--- config.mk ---
export PLATFORM = sky130hd
export DESIGN_NAME = comp_result_filter
export DESIGN_NICKNAME = d
export VERILOG_FILES = /design/src/rtl/comp_pkg.sv /design/src/rtl/sat_counter.sv /design/src/rtl/comp_result_filter.sv
export SDC_FILE = /design/constraint.sdc
export NUM_CORES = 1
export LEC_CHECK = 0
export BUFFER_PORTS_ARGS = -buffer_cell sky130_fd_sc_hd__buf_2
export CAP_MARGIN = 20
export CORE_UTILIZATION = 60
export DETAILED_ROUTE_END_ITERATION = 7
export GPL_TIMING_DRIVEN = 1
export HOLD_SLACK_MARGIN = 0.1
export PLACE_DENSITY = 0.85
export SLEW_MARGIN = 10
export SYNTH_ARGS = -nofsm -noshare
export SYNTH_HDL_FRONTEND = slang
export SYNTH_SLANG_ARGS = --single-unit
--- constraint.sdc ---
create_clock -name clk -period 5.29 [get_ports clk]
set_input_delay 0.7935 -clock clk [delete_from_list [all_inputs] [get_ports clk]]
set_output_delay 0.7935 -clock clk [all_outputs]
set_load 0.03 [all_outputs]
--- src/rtl/comp_pkg.sv ---
// Shared definitions for the comparator result filter: relation encoding,
// filter state encoding and the flag-set decoder.
package comp_pkg;

    localparam logic [1:0] REL_EQ  = 2'b00;
    localparam logic [1:0] REL_AEQ = 2'b01;
    localparam logic [1:0] REL_GT  = 2'b10;
    localparam logic [1:0] REL_LT  = 2'b11;

    typedef enum logic [1:0] {
        IDLE   = 2'b00,
        TRACK  = 2'b01,
        STABLE = 2'b10
    } filt_state_t;

    typedef struct packed {
        logic       legal;
        logic [1:0] cls;
    } decode_t;

    // Priority gt > lt > aeq > eq. A sample with no flag set, or with gt and lt
    // both set, cannot come from a healthy comparator and is marked illegal.
    function automatic decode_t decode_flags(input logic gt, input logic aeq,
                                             input logic eq, input logic lt);
        decode_t d;
        d.legal = (gt | aeq | eq | lt) & ~(gt & lt);
        if (gt)       d.cls = REL_GT;
        else if (lt)  d.cls = REL_LT;
        else if (aeq) d.cls = REL_AEQ;
        else          d.cls = REL_EQ;
        return d;
    endfunction

endpackage

--- src/rtl/sat_counter.sv ---
// Saturating up-counter with synchronous clear; clear has priority over inc.
module sat_counter #(
    parameter int unsigned W = 8
) (
    input  logic         clk,
    input  logic         rst,
    input  logic         inc,
    input  logic         clr,
    output logic [W-1:0] count
);

    // Count up on inc, stick at all-ones, clear wins over increment.
    always_ff @(posedge clk or posedge rst) begin
        if (rst) begin
            count <= '0;
        end else if (clr) begin
            count <= '0;
        end else if (inc && (count != {W{1'b1}})) begin
            count <= count + W'(1);
        end
    end

endmodule

--- src/rtl/comp_result_filter.sv ---
// Debounces the 4-bit comparator relation flags: a relation is published only
// after STABLE_CNT consecutive identical legal samples. Also keeps saturating
// per-class sample counts and a sticky error for illegal flag combinations.
//
// state  | meaning
// IDLE   | no candidate class since reset
// TRACK  | candidate accumulating, run < STABLE_CNT
// STABLE | run reached STABLE_CNT, holding while the class repeats
module comp_result_filter
    import comp_pkg::*;
#(
    parameter int unsigned STABLE_CNT = 3,
    parameter int unsigned CNT_W      = 8
) (
    input  logic             clk,
    input  logic             rst,
    input  logic             in_valid,
    input  logic             gt,
    input  logic             aeq,
    input  logic             eq,
    input  logic             lt,
    input  logic             clr_stats,
    output logic [1:0]       rel,
    output logic             rel_valid,
    output logic             rel_chg,
    output logic             err,
    output logic [CNT_W-1:0] cnt_gt,
    output logic [CNT_W-1:0] cnt_lt,
    output logic [CNT_W-1:0] cnt_aeq,
    output logic [CNT_W-1:0] cnt_eq
);

    localparam logic [3:0] STABLE_RUN = 4'(STABLE_CNT);

    filt_state_t state, state_nxt;
    logic [1:0]  cand, cand_nxt;
    logic [3:0]  run, run_nxt;
    logic [1:0]  rel_nxt;
    logic        rel_valid_nxt;
    logic        rel_chg_nxt;
    logic        err_nxt;
    logic        sample_ok;
    logic        same_cls;
    logic        commit;
    decode_t     dec;

    // Filter registers: state, candidate, run length, published relation, error.
    always_ff @(posedge clk or posedge rst) begin
        if (rst) begin
            state     <= IDLE;
            cand      <= REL_EQ;
            run       <= 4'd0;
            rel       <= REL_EQ;
            rel_valid <= 1'b0;
            rel_chg   <= 1'b0;
            err       <= 1'b0;
        end else begin
            state     <= state_nxt;
            cand      <= cand_nxt;
            run       <= run_nxt;
            rel       <= rel_nxt;
            rel_valid <= rel_valid_nxt;
            rel_chg   <= rel_chg_nxt;
            err       <= err_nxt;
        end
    end

    // Next-state logic: run tracking, commit decision and sticky error.
    always_comb begin
        dec           = decode_flags(gt, aeq, eq, lt);
        sample_ok     = in_valid & dec.legal;
        state_nxt     = state;
        cand_nxt      = cand;
        run_nxt       = run;
        rel_nxt       = rel;
        rel_valid_nxt = rel_valid;
        rel_chg_nxt   = 1'b0;
        commit        = 1'b0;
        same_cls      = 1'b0;

        case (state)
            IDLE:          same_cls = 1'b0;
            TRACK, STABLE: same_cls = (dec.cls == cand);
            default:       same_cls = 1'b0;
        endcase

        if (sample_ok) begin
            if (same_cls) begin
                // Saturated run: holding in STABLE, nothing new to commit.
                if (run != STABLE_RUN) begin
                    run_nxt = run + 4'd1;
                    commit  = (run_nxt == STABLE_RUN);
                end
            end else begin
                cand_nxt = dec.cls;
                run_nxt  = 4'd1;
                commit   = (STABLE_RUN == 4'd1);
            end
            state_nxt = (run_nxt == STABLE_RUN) ? STABLE : TRACK;
            // Re-establishing the relation already published gives no pulse.
            if (commit && (!rel_valid || (cand_nxt != rel))) begin
                rel_nxt       = cand_nxt;
                rel_valid_nxt = 1'b1;
                rel_chg_nxt   = 1'b1;
            end
        end

        if (clr_stats) begin
            err_nxt = 1'b0;
        end else if (in_valid && !dec.legal) begin
            err_nxt = 1'b1;
        end else begin
            err_nxt = err;
        end
    end

    sat_counter #(.W(CNT_W)) u_cnt_gt (
        .clk   (clk),
        .rst   (rst),
        .inc   (sample_ok && (dec.cls == REL_GT)),
        .clr   (clr_stats),
        .count (cnt_gt)
    );

    sat_counter #(.W(CNT_W)) u_cnt_lt (
        .clk   (clk),
        .rst   (rst),
        .inc   (sample_ok && (dec.cls == REL_LT)),
        .clr   (clr_stats),
        .count (cnt_lt)
    );

    sat_counter #(.W(CNT_W)) u_cnt_aeq (
        .clk   (clk),
        .rst   (rst),
        .inc   (sample_ok && (dec.cls == REL_AEQ)),
        .clr   (clr_stats),
        .count (cnt_aeq)
    );

    sat_counter #(.W(CNT_W)) u_cnt_eq (
        .clk   (clk),
        .rst   (rst),
        .inc   (sample_ok && (dec.cls == REL_EQ)),
        .clr   (clr_stats),
        .count (cnt_eq)
    );

endmodule
Word-level counts from Yosys, hierarchy flattened
Index checks and enable logic that the tools add are counted.
{"block": "classes", "addsub": 5, "mul": 0, "div_mod_pow": 0, "n_lt_le_gt_ge": 0, "n_eq_ne": 14, "n_shift": 0, "muxes": 25, "n_bitwise": 7, "reduce_logical": 21}
{"op": "two-way mux 8 bit", "count": 8}
{"op": "adder 8 x 1 -> 8 bit (second input constant)", "count": 4}
{"op": "inequality test 8 bit (second input constant)", "count": 4}
{"op": "two-way mux 4 bit", "count": 3}
{"op": "logical AND 1 bit", "count": 10}
{"op": "two-way mux 2 bit", "count": 5}
{"op": "nonzero test 2 bit", "count": 5}
{"op": "two-way mux 1 bit", "count": 9}
{"op": "== test 4 x 2 -> 1 bit (second input constant)", "count": 2}
{"op": "== test 2 bit (second input constant)", "count": 3}
{"op": "adder 4 x 1 -> 4 bit (second input constant)", "count": 1}
{"op": "== test 2 x 1 -> 1 bit (second input constant)", "count": 2}
{"op": "inequality test 4 x 2 -> 1 bit (second input constant)", "count": 1}
{"op": "bitwise AND 1 bit", "count": 3}
{"op": "bitwise OR 1 bit", "count": 3}
{"op": "== test 2 bit", "count": 1}
{"op": "zero test 1 bit", "count": 2}
{"op": "zero test 2 bit", "count": 1}
{"op": "inequality test 2 bit", "count": 1}
{"op": "AND reduction 2 bit", "count": 1}
{"op": "OR reduction 2 bit", "count": 1}
{"op": "logical OR 1 bit", "count": 1}
{"op": "inverter 1 bit", "count": 1}
{"block": "totals", "regBits": 45, "latchBits": 0, "mem_bits_rw": 0, "romBits": 0, "in_bits": 8, "out_inout_bits": 37, "word_cells": 83, "memories": 0}

Longest topological paths before layout
Gate-level depths: netlist of the first run.
{"block": "logic_depth", "ltp_word": 12, "ltp_mapped": 6, "depth_no_buf": 6}

Hierarchy
From an unflattened synthesis of the first run, not the netlist that was laid out.
{"block": "hier_totals", "hier_cells": 280, "hier_area_um2": 2841.5}
{"module": "sat_counter", "n_inst": 4, "cells_each": 49, "area_per_inst_um2": 504.2, "seq_area_each_um2": 200.2}
{"module": "comp_result_filter", "n_inst": 1, "cells_each": 84, "area_per_inst_um2": 824.5, "seq_area_each_um2": 325.3}

Least setup slack after synthesis of the first run
Ideal clock, no wire load.
{"block": "synth_path", "kind": "input port to flip-flop", "start": "input lt", "end": "register rel[0]", "setup_ns": 0.125, "t_arrival_ns": 1.978, "required_time_ns": 5.165, "path_slack_ns": 3.187, "path_stages": 6, "path_buffers": 1, "path_cell_list": "buf_4 > nor2_2 > mux4_2 > nand3_2 > nand4_4 > mux2_4"}
{"block": "synth_via", "elab_chain_len": 10, "word_cells_on_any_way": 17, "classes_between": "eq/ne (2); mux (7); bitwise (5); reduce/logical (3)"}
{"element": "start, declared", "line": "comp_result_filter.sv:21", "rtl": "input logic lt,"}
{"element": "two-way mux 2 bit", "line": "comp_pkg.sv:28", "rtl": "else if (lt) d.cls = REL_LT;"}
{"element": "two-way mux 2 bit", "line": "comp_pkg.sv:27", "rtl": "if (gt) d.cls = REL_GT;"}
{"element": "== test 2 bit", "line": "comp_result_filter.sv:83", "rtl": "TRACK, STABLE: same_cls = (dec.cls == cand);"}
{"element": "two-way mux 1 bit", "line": "comp_result_filter.sv:81", "rtl": "case (state)"}
{"element": "two-way mux 2 bit", "line": "comp_result_filter.sv:88", "rtl": "if (same_cls) begin"}
{"element": "two-way mux 2 bit", "line": "comp_result_filter.sv:87", "rtl": "if (sample_ok) begin"}
{"element": "inequality test 2 bit", "line": "comp_result_filter.sv:101", "rtl": "if (commit && (!rel_valid || (cand_nxt != rel))) begin"}
{"element": "logical OR 1 bit", "line": "comp_result_filter.sv:101"}
{"element": "logical AND 1 bit", "line": "comp_result_filter.sv:101"}
{"element": "AND reduction 2 bit (no line)"}
{"element": "end signal, assigned", "line": "comp_result_filter.sv:61", "rtl": "rel <= rel_nxt;"}
{"element": "end, declared", "line": "comp_result_filter.sv:23", "rtl": "output logic [1:0] rel,"}
Several ways; a longest one is shown, not always the timed one. The select of a mux whose other input is x is not followed.
A chain may end at the register's enable or synchronous reset.

Worst setup path after layout of the first run
Same ends and word-level chain as after synthesis.

==> flow_metrics.tcl, run 1 <==
set metrics [dict create \
    worst_slew_margin_rel_pct 58.4 \
    drive_gt1_share_pct 22.6 \
    fin_crit_ns 2.11 \
    setup_viol 0 \
    synth-edff-count 0 \
    start_kind "input pin" \
    finalSetupTns_ns 0 \
    synth_top_cell_area_share_pct 46.0 \
    critical_path_required_ns 5.49 \
    p_per_area_mw_per_mm2 285 \
    synth_warnings 0 \
    worstPathArrival_ns 2.31 \
    dp_hpwl_um 3610 \
    clkPwrFrac_pct 38.9 \
    final_nets 310 \
    hold_class "register to register" \
    cts_buffers 5 \
    p_switching_uw 223 \
    ys_types 47 \
    cts_setup_buffers 0 \
    antenna_found_initial 0 \
    worstMarginPinSlew_ns 0.619 \
    reg2reg_from "u_cnt_aeq.count[0]" \
    portBuffers 44 \
    cts_buffer_depth 2 \
    path_clk_slew_ns 0.09 \
    holdPathEnd "err" \
    syn_area_mm2 0.00245 \
    crit_path_end_kind "register" \
    ys_ff_latch 45 \
    max_cap_viol_count 0 \
    holdPathStages 2 \
    yosysSeqAreaShare_pct 46.0 \
    cp_cell_sequence "buf_2, and2b_1, mux4_2, nand3_2, nand4_4, mux2_4" \
    power_leakage_nw 1.35 \
    ctsHoldBuffers 0 \
    grt_usage_pct 28.3 \
    seqPwrFrac_pct 46.4 \
    core-area_mm2 0.00380 \
    drt-pass1-iter-count 4 \
    rsz0062_at_grt "no" \
    grt_pass1_vias 2006 \
    start_util_pct 64.5 \
    ir_drop_mv 0.234 \
    die_h_um 65.9 \
    slew_viol_final 0 \
    vias_per_cell 5.81 \
    dieArea_mm2 0.00434 \
    fin_crit_sh_pct 39.8 \
    hold_ws_ns 0.520 \
    num_vias 2006 \
    path_class "input pin to register" \
    area_growth_pct 16.1 \
    grt_max_degree 46 \
    place_congestion 0.814 \
    syn_nets 264 \
    critical-path-max-stage-delay_ns 0.49 \
    grt_pass1_wl_um 9120 \
    worstSkewPairLatency_ns 0.31 \
    rrSetupSlack_ns 3.41 \
    fmax_mhz 475 \
    syn_avg_cell_area_um2 9.79 \
    synthArstFlopShare_pct 100 \
    drtIter0Drc 200 \
    die_w_um 65.9 \
    r2r-end "u_cnt_aeq.count[6]" \
    postCtsResizedCells 0 \
    ioPinCount 45 \
    cts-root-buf "clkbuf_8" \
    synth_top_flop_cell "dfrtp_1" \
    power.internal_uw 589 \
    hold_viol 0 \
    synthTopCellsByArea "dfrtp_1, xnor2_1, nor2_1" \
    rows 22 \
    post-route-drc-count 0 \
    worstRegToRegCells 6 \
    status "finished, final reports clean" \
    switching_share_pct 27.5 \
    wl_per_cell_um 15.7 \
    synth_cells 250 \
    grt-ovfl-total 0 \
    htreeDepth 2 \
    hold_start "err" \
    crit_path_top_delay_cell "mux4_2" \
    cts_sinks 45 \
    cts_tree "yes" \
    path_max_fanout 11 \
    antenna_left 0 \
    p_comb_share_pct 14.8 \
    synth.largest_area_cell "dfrtp_1" \
    wl_um 5420 \
    n_antenna_cell 0 \
    fin_skew_ns 0.0115 \
]
through the flow:
stage	power, mW	utilization (%)	setup WS (ns)	area, um^2	cells
after global routing	0.841	74.9	3.14	2840	345
after detailed placement	0.498	71.2	2.87	2710	337
after floorplan	0.466	-	3.19	2450	250
after CTS	0.813	74.9	3.19	2840	345
after global placement	0.490	71.2	2.95	2710	337
final	0.811	74.9	3.18	2840	345
layer usage:
layer | routed length [um] | vias up | global-route usage, %
met5 | 0 | - | 0
met4 | 106 | 0 | 12.2
met3 | 203 | 10 | 7.24
met2 | 2810 | 45 | 47.8
met1 | 2300 | 991 | 33.7
li1 | - | 960 | -
cells in the final DEF, fill, tap and decap left out, types with 2 or more instances in the layout:
cell	n
o31ai_1	2
inv_1	14
clkbuf_8	5
nand3_1	14
or3_1	3
dfrtp_1	45
xnor2_1	18
bufinv_16	2
and3b_1	2
o32ai_1	2
nor2_1	36
a21oi_1	11
ha_1	6
nand3_2	2
nor4_1	4
buf_2	44
and3_1	4
and2_1	2
o22a_1	2
o22ai_1	2
nor3_1	10
nand2_1	18
mux2i_1	4
xor2_1	8
o21ai_0	10
nand4_1	3
final cells by class:
cell class,instances,area [um^2]
multi-input cells,184,1240
flip-flops and latches,45,1130
fillers,268,955
repair buffers,45,228
clock buffers,5,68.8
clock inverters,3,68.8
well taps,48,60.1
inverters,15,56.3
synth_stat cells (all sizes together) (3+ instances only):
master and number:
nor3 10, xor2 8, ha 6, a21oi 11, nand4 4, inv 15
clkbuf 3, o21ai 11, and3 4, nor2 37, nor4 5, buf 3
mux2i 4, nand3 16, xnor2 18, nand2 18, dfrtp 45, or3 3
state kept, by name (all words and copies together), names as in the netlist:
name             flops
run                  4
cand                 2
rel                  2
state                2
u_cnt_aeq.count      8
err                  1
u_cnt_eq.count       8
rel_valid            1
rel_chg              1
u_cnt_gt.count       8
u_cnt_lt.count       8
power by group through the flow:
stage | logic (mW) | clock network [mW] | registers [mW]
3_3_place_gp | 0.110 | 0 | 0.380
3_5_place_dp | 0.116 | 0 | 0.382
6_report | 0.120 | 0.316 | 0.376
2_1_floorplan | 0.0759 | 0 | 0.390
5_1_grt | 0.131 | 0.332 | 0.378
4_1_cts | 0.120 | 0.318 | 0.376
worst max-delay path: cells and delay by family:
family | cells | cell delay [ns]
buf+inv | 1 | 0.21
mux | 2 | 0.82
simple gates | 3 | 0.48
worst max-delay path by stage:
stage,cells past startpoint,endpoint,from,slack (ns)
2_1_floorplan,6,rel[0],lt,3.19
3_3_place_gp,6,rel[0],lt,2.95
3_5_place_dp,6,rel[0],lt,2.87
4_1_cts,6,rel[0],lt,3.19
5_1_grt,6,rel[0],lt,3.14
6_report,6,rel[0],lt,3.18
logic make-up (layout without fill, tap and decap cells):
kind of cell,Yosys count,after routing,share of synthesized area [%]
AOI/OAI and AO/OA,36,36,10.6
xor gates and xnor gates,26,26,9.30
adders and majority gates,6,6,3.07
buffers and inverters,21,68,3.53
DFF,45,45,46.0
muxes,6,6,3.17
and+or+nand+nor,110,110,24.3
(Power assumes the default switching activity.)
==> inputs of run 2 (changes only) <==
--- a/config.mk
+++ b/config.mk
@@ -7,11 +7,11 @@
 export LEC_CHECK = 0
 export BUFFER_PORTS_ARGS = -buffer_cell sky130_fd_sc_hd__buf_2
 export CAP_MARGIN = 20
-export CORE_UTILIZATION = 60
+export CORE_UTILIZATION = 50
 export DETAILED_ROUTE_END_ITERATION = 7
 export GPL_TIMING_DRIVEN = 1
 export HOLD_SLACK_MARGIN = 0.1
-export PLACE_DENSITY = 0.85
+export PLACE_DENSITY = 0.76
 export SLEW_MARGIN = 10
 export SYNTH_ARGS = -nofsm -noshare
 export SYNTH_HDL_FRONTEND = slang
==> constraint.sdc (replaced) <==
create_clock -name clk -period 1.8 [get_ports clk]
set_input_delay 0.27 -clock clk [delete_from_list [all_inputs] [get_ports clk]]
set_output_delay 0.27 -clock clk [all_outputs]
set_load 0.03 [all_outputs]
==> run 2 against run 1 <==
Clock-buffer cell count unchanged. Final cell count increased by 9.3%. Clock power rose to 2.8 times the previous value. Power rose to 2.9 times the previous value. Sequential share of layout area shrank 2.1 points. Die area up 19%. First-iteration DRC count shrank 54%.
==> flow_metrics.tcl, run 2 (synthesis results as in run 1) <==
set metrics [dict create \
    cp_cell_sequence "ha_4, and2_4, a311oi_4, buf_4, and3_4, xnor2_2, nor2_1" \
    cp_top_family "flip-flops" \
    drt-pass1-iter-count 4 \
    hold_start "aeq" \
    portBuffers 44 \
    path_clk_slew_ns 0.08 \
    max_cap_viol_count 0 \
    die_h_um 72.0 \
    worstMarginPinSlew_ns 0.577 \
    dieArea_mm2 0.00518 \
    start_kind "register" \
    fin_skew_ns 0.00540 \
    rows 25 \
    dp_hpwl_um 3630 \
    area_growth_pct 22.8 \
    antenna_left 0 \
    hold_ws_ns 0.339 \
    ir_drop_mv 0.481 \
    grt-ovfl-total 0 \
    power_leakage_nw 1.41 \
    fin_crit_sh_pct 97.2 \
    grt_usage_pct 21.1 \
    r2r-end "u_cnt_aeq.count[6]" \
    wl_um 4990 \
    crit_buf_inv 1 \
    cts_buffer_depth 2 \
    final_nets 323 \
    n_antenna_cell 0 \
    wl_per_cell_um 13.2 \
    holdPathStages 3 \
    cts_buffers 5 \
    stdcell_count 377 \
    reg2reg_from "u_cnt_aeq.count[1]" \
    drive_gt1_share_pct 27.4 \
    p_per_area_mw_per_mm2 786 \
    seqPwrFrac_pct 46.4 \
    grt_pass1_vias 1979 \
    hold_class "input pin to register" \
    vias_per_cell 5.26 \
    p_switching_uw 616 \
    worstSkewPairLatency_ns 0.30 \
    switching_share_pct 26.1 \
    place_congestion 0.777 \
    grt_pass1_wl_um 8630 \
    clkPwrFrac_pct 37.9 \
    cts_sinks 45 \
    worstPathArrival_ns 1.91 \
    rsz0062_at_grt "yes" \
    cts_tree "yes" \
    setup_viol 0 \
    critical_path_required_ns 1.96 \
    slew_viol_final 0 \
    path_max_fanout 3 \
    post-route-drc-count 0 \
    final_common_cell "buf_2" \
    drtIter0Drc 93 \
    crit_path_end_kind "register" \
    cts-root-buf "clkbuf_8" \
    dp_cells 365 \
    path_class "register to register" \
    fin_crit_ns 1.75 \
    status "finished, final reports clean" \
    p_total_mw 2.36 \
    grt_max_degree 46 \
    die_w_um 72.0 \
    critical-path-max-stage-delay_ns 0.44 \
    core-area_mm2 0.00472 \
    final_cell_mix "buf_2, dfrtp_1, nor2_1" \
    worst_slew_margin_rel_pct 61.5 \
    crit_path_top_delay_cell "dfrtp_2" \
    p_comb_share_pct 15.7 \
    fmax_mhz 571 \
    worstRegToRegCells 7 \
    num_vias 1982 \
    power.internal_mw 1.75 \
    rrSetupSlack_ns 0.05 \
    antenna_found_initial 0 \
    htreeDepth 2 \
    ioPinCount 45 \
    hold_viol 0 \
    holdPathEnd "cand[0]" \
    start_util_pct 51.8 \
]
-- run 2: worst max path at each step --
stage,from,to,cells past startpoint
5_1_grt,u_cnt_aeq.count[1],u_cnt_aeq.count[6],7
6_report,u_cnt_aeq.count[1],u_cnt_aeq.count[6],7
4_1_cts,u_cnt_aeq.count[0],u_cnt_aeq.count[3],7
2_1_floorplan,u_cnt_aeq.count[0],u_cnt_aeq.count[6],6
3_5_place_dp,u_cnt_aeq.count[0],u_cnt_aeq.count[2],7
3_3_place_gp,lt,rel[0],7
-- run 2: worst reg2reg max path: cells and delay by family, from the launching register on --
family                   cells  cell delay [ns]
buffers and inverters        1             0.18
flip-flops                   1             0.44
XOR/XNOR                     1             0.10
adder cells (fa/ha/maj)      1             0.17
AND/OR/NAND/NOR              3             0.40
AO/OA/AOI/OAI                1             0.34
-- run 2: power by group through the flow --
| stage | sequential [mW] | combinational (mW) | clock, mW |
|---|---|---|---|
| after floorplan | 1.15 | 0.223 | 0 |
| after global placement | 1.11 | 0.355 | 0 |
| after detailed placement | 1.12 | 0.369 | 0 |
| after CTS | 1.10 | 0.373 | 0.908 |
| after global routing | 1.10 | 0.413 | 0.959 |
| final | 1.10 | 0.372 | 0.895 |
-- run 2: per-layer routing --
| metal | vias to the layer above | GRT usage [%] | routed length [um] |
|---|---|---|---|
| met5 | - | 0 | 0 |
| met4 | 0 | 6.32 | 73 |
| met3 | 11 | 5.42 | 196 |
| met2 | 34 | 35.1 | 2480 |
| met1 | 953 | 27.2 | 2240 |
| li1 | 984 | - | - |
-- run 2: area by class of cell --
class	instances	area, um^2
inverter	15	56.3
sequential	45	1130
fill	394	1720
timing repair buffer	58	340
multi-input combinational	184	1260
tap	67	83.8
clock inverter	3	65.1
clock buffer	5	68.8
-- run 2: timing repair --
| action | in CTS | in global routing |
|---|---|---|
| gates resized for setup | 0 | 5 |
| setup buffers | 0 | 3 |
| hold endpoints to repair | 45 | 0 |
| endpoints found under the setup margin | 0 | 5 |
| hold buffers | 1 | 0 |
-- run 2: metrics by stage --
stage / instance area (um^2) / setup WS, ns / utilization [%] / TNS [ns]
after floorplan: 2450 / 0.00719 / - / 0
after global placement: 2810 / 0.0753 / 59.5 / 0
after detailed placement: 2810 / 0.0418 / 59.5 / 0
after CTS: 2960 / 0.0259 / 62.6 / 0
after global routing: 3010 / -0.0173 / 63.7 / -0.0256
final: 3010 / 0.0501 / 63.7 / 0
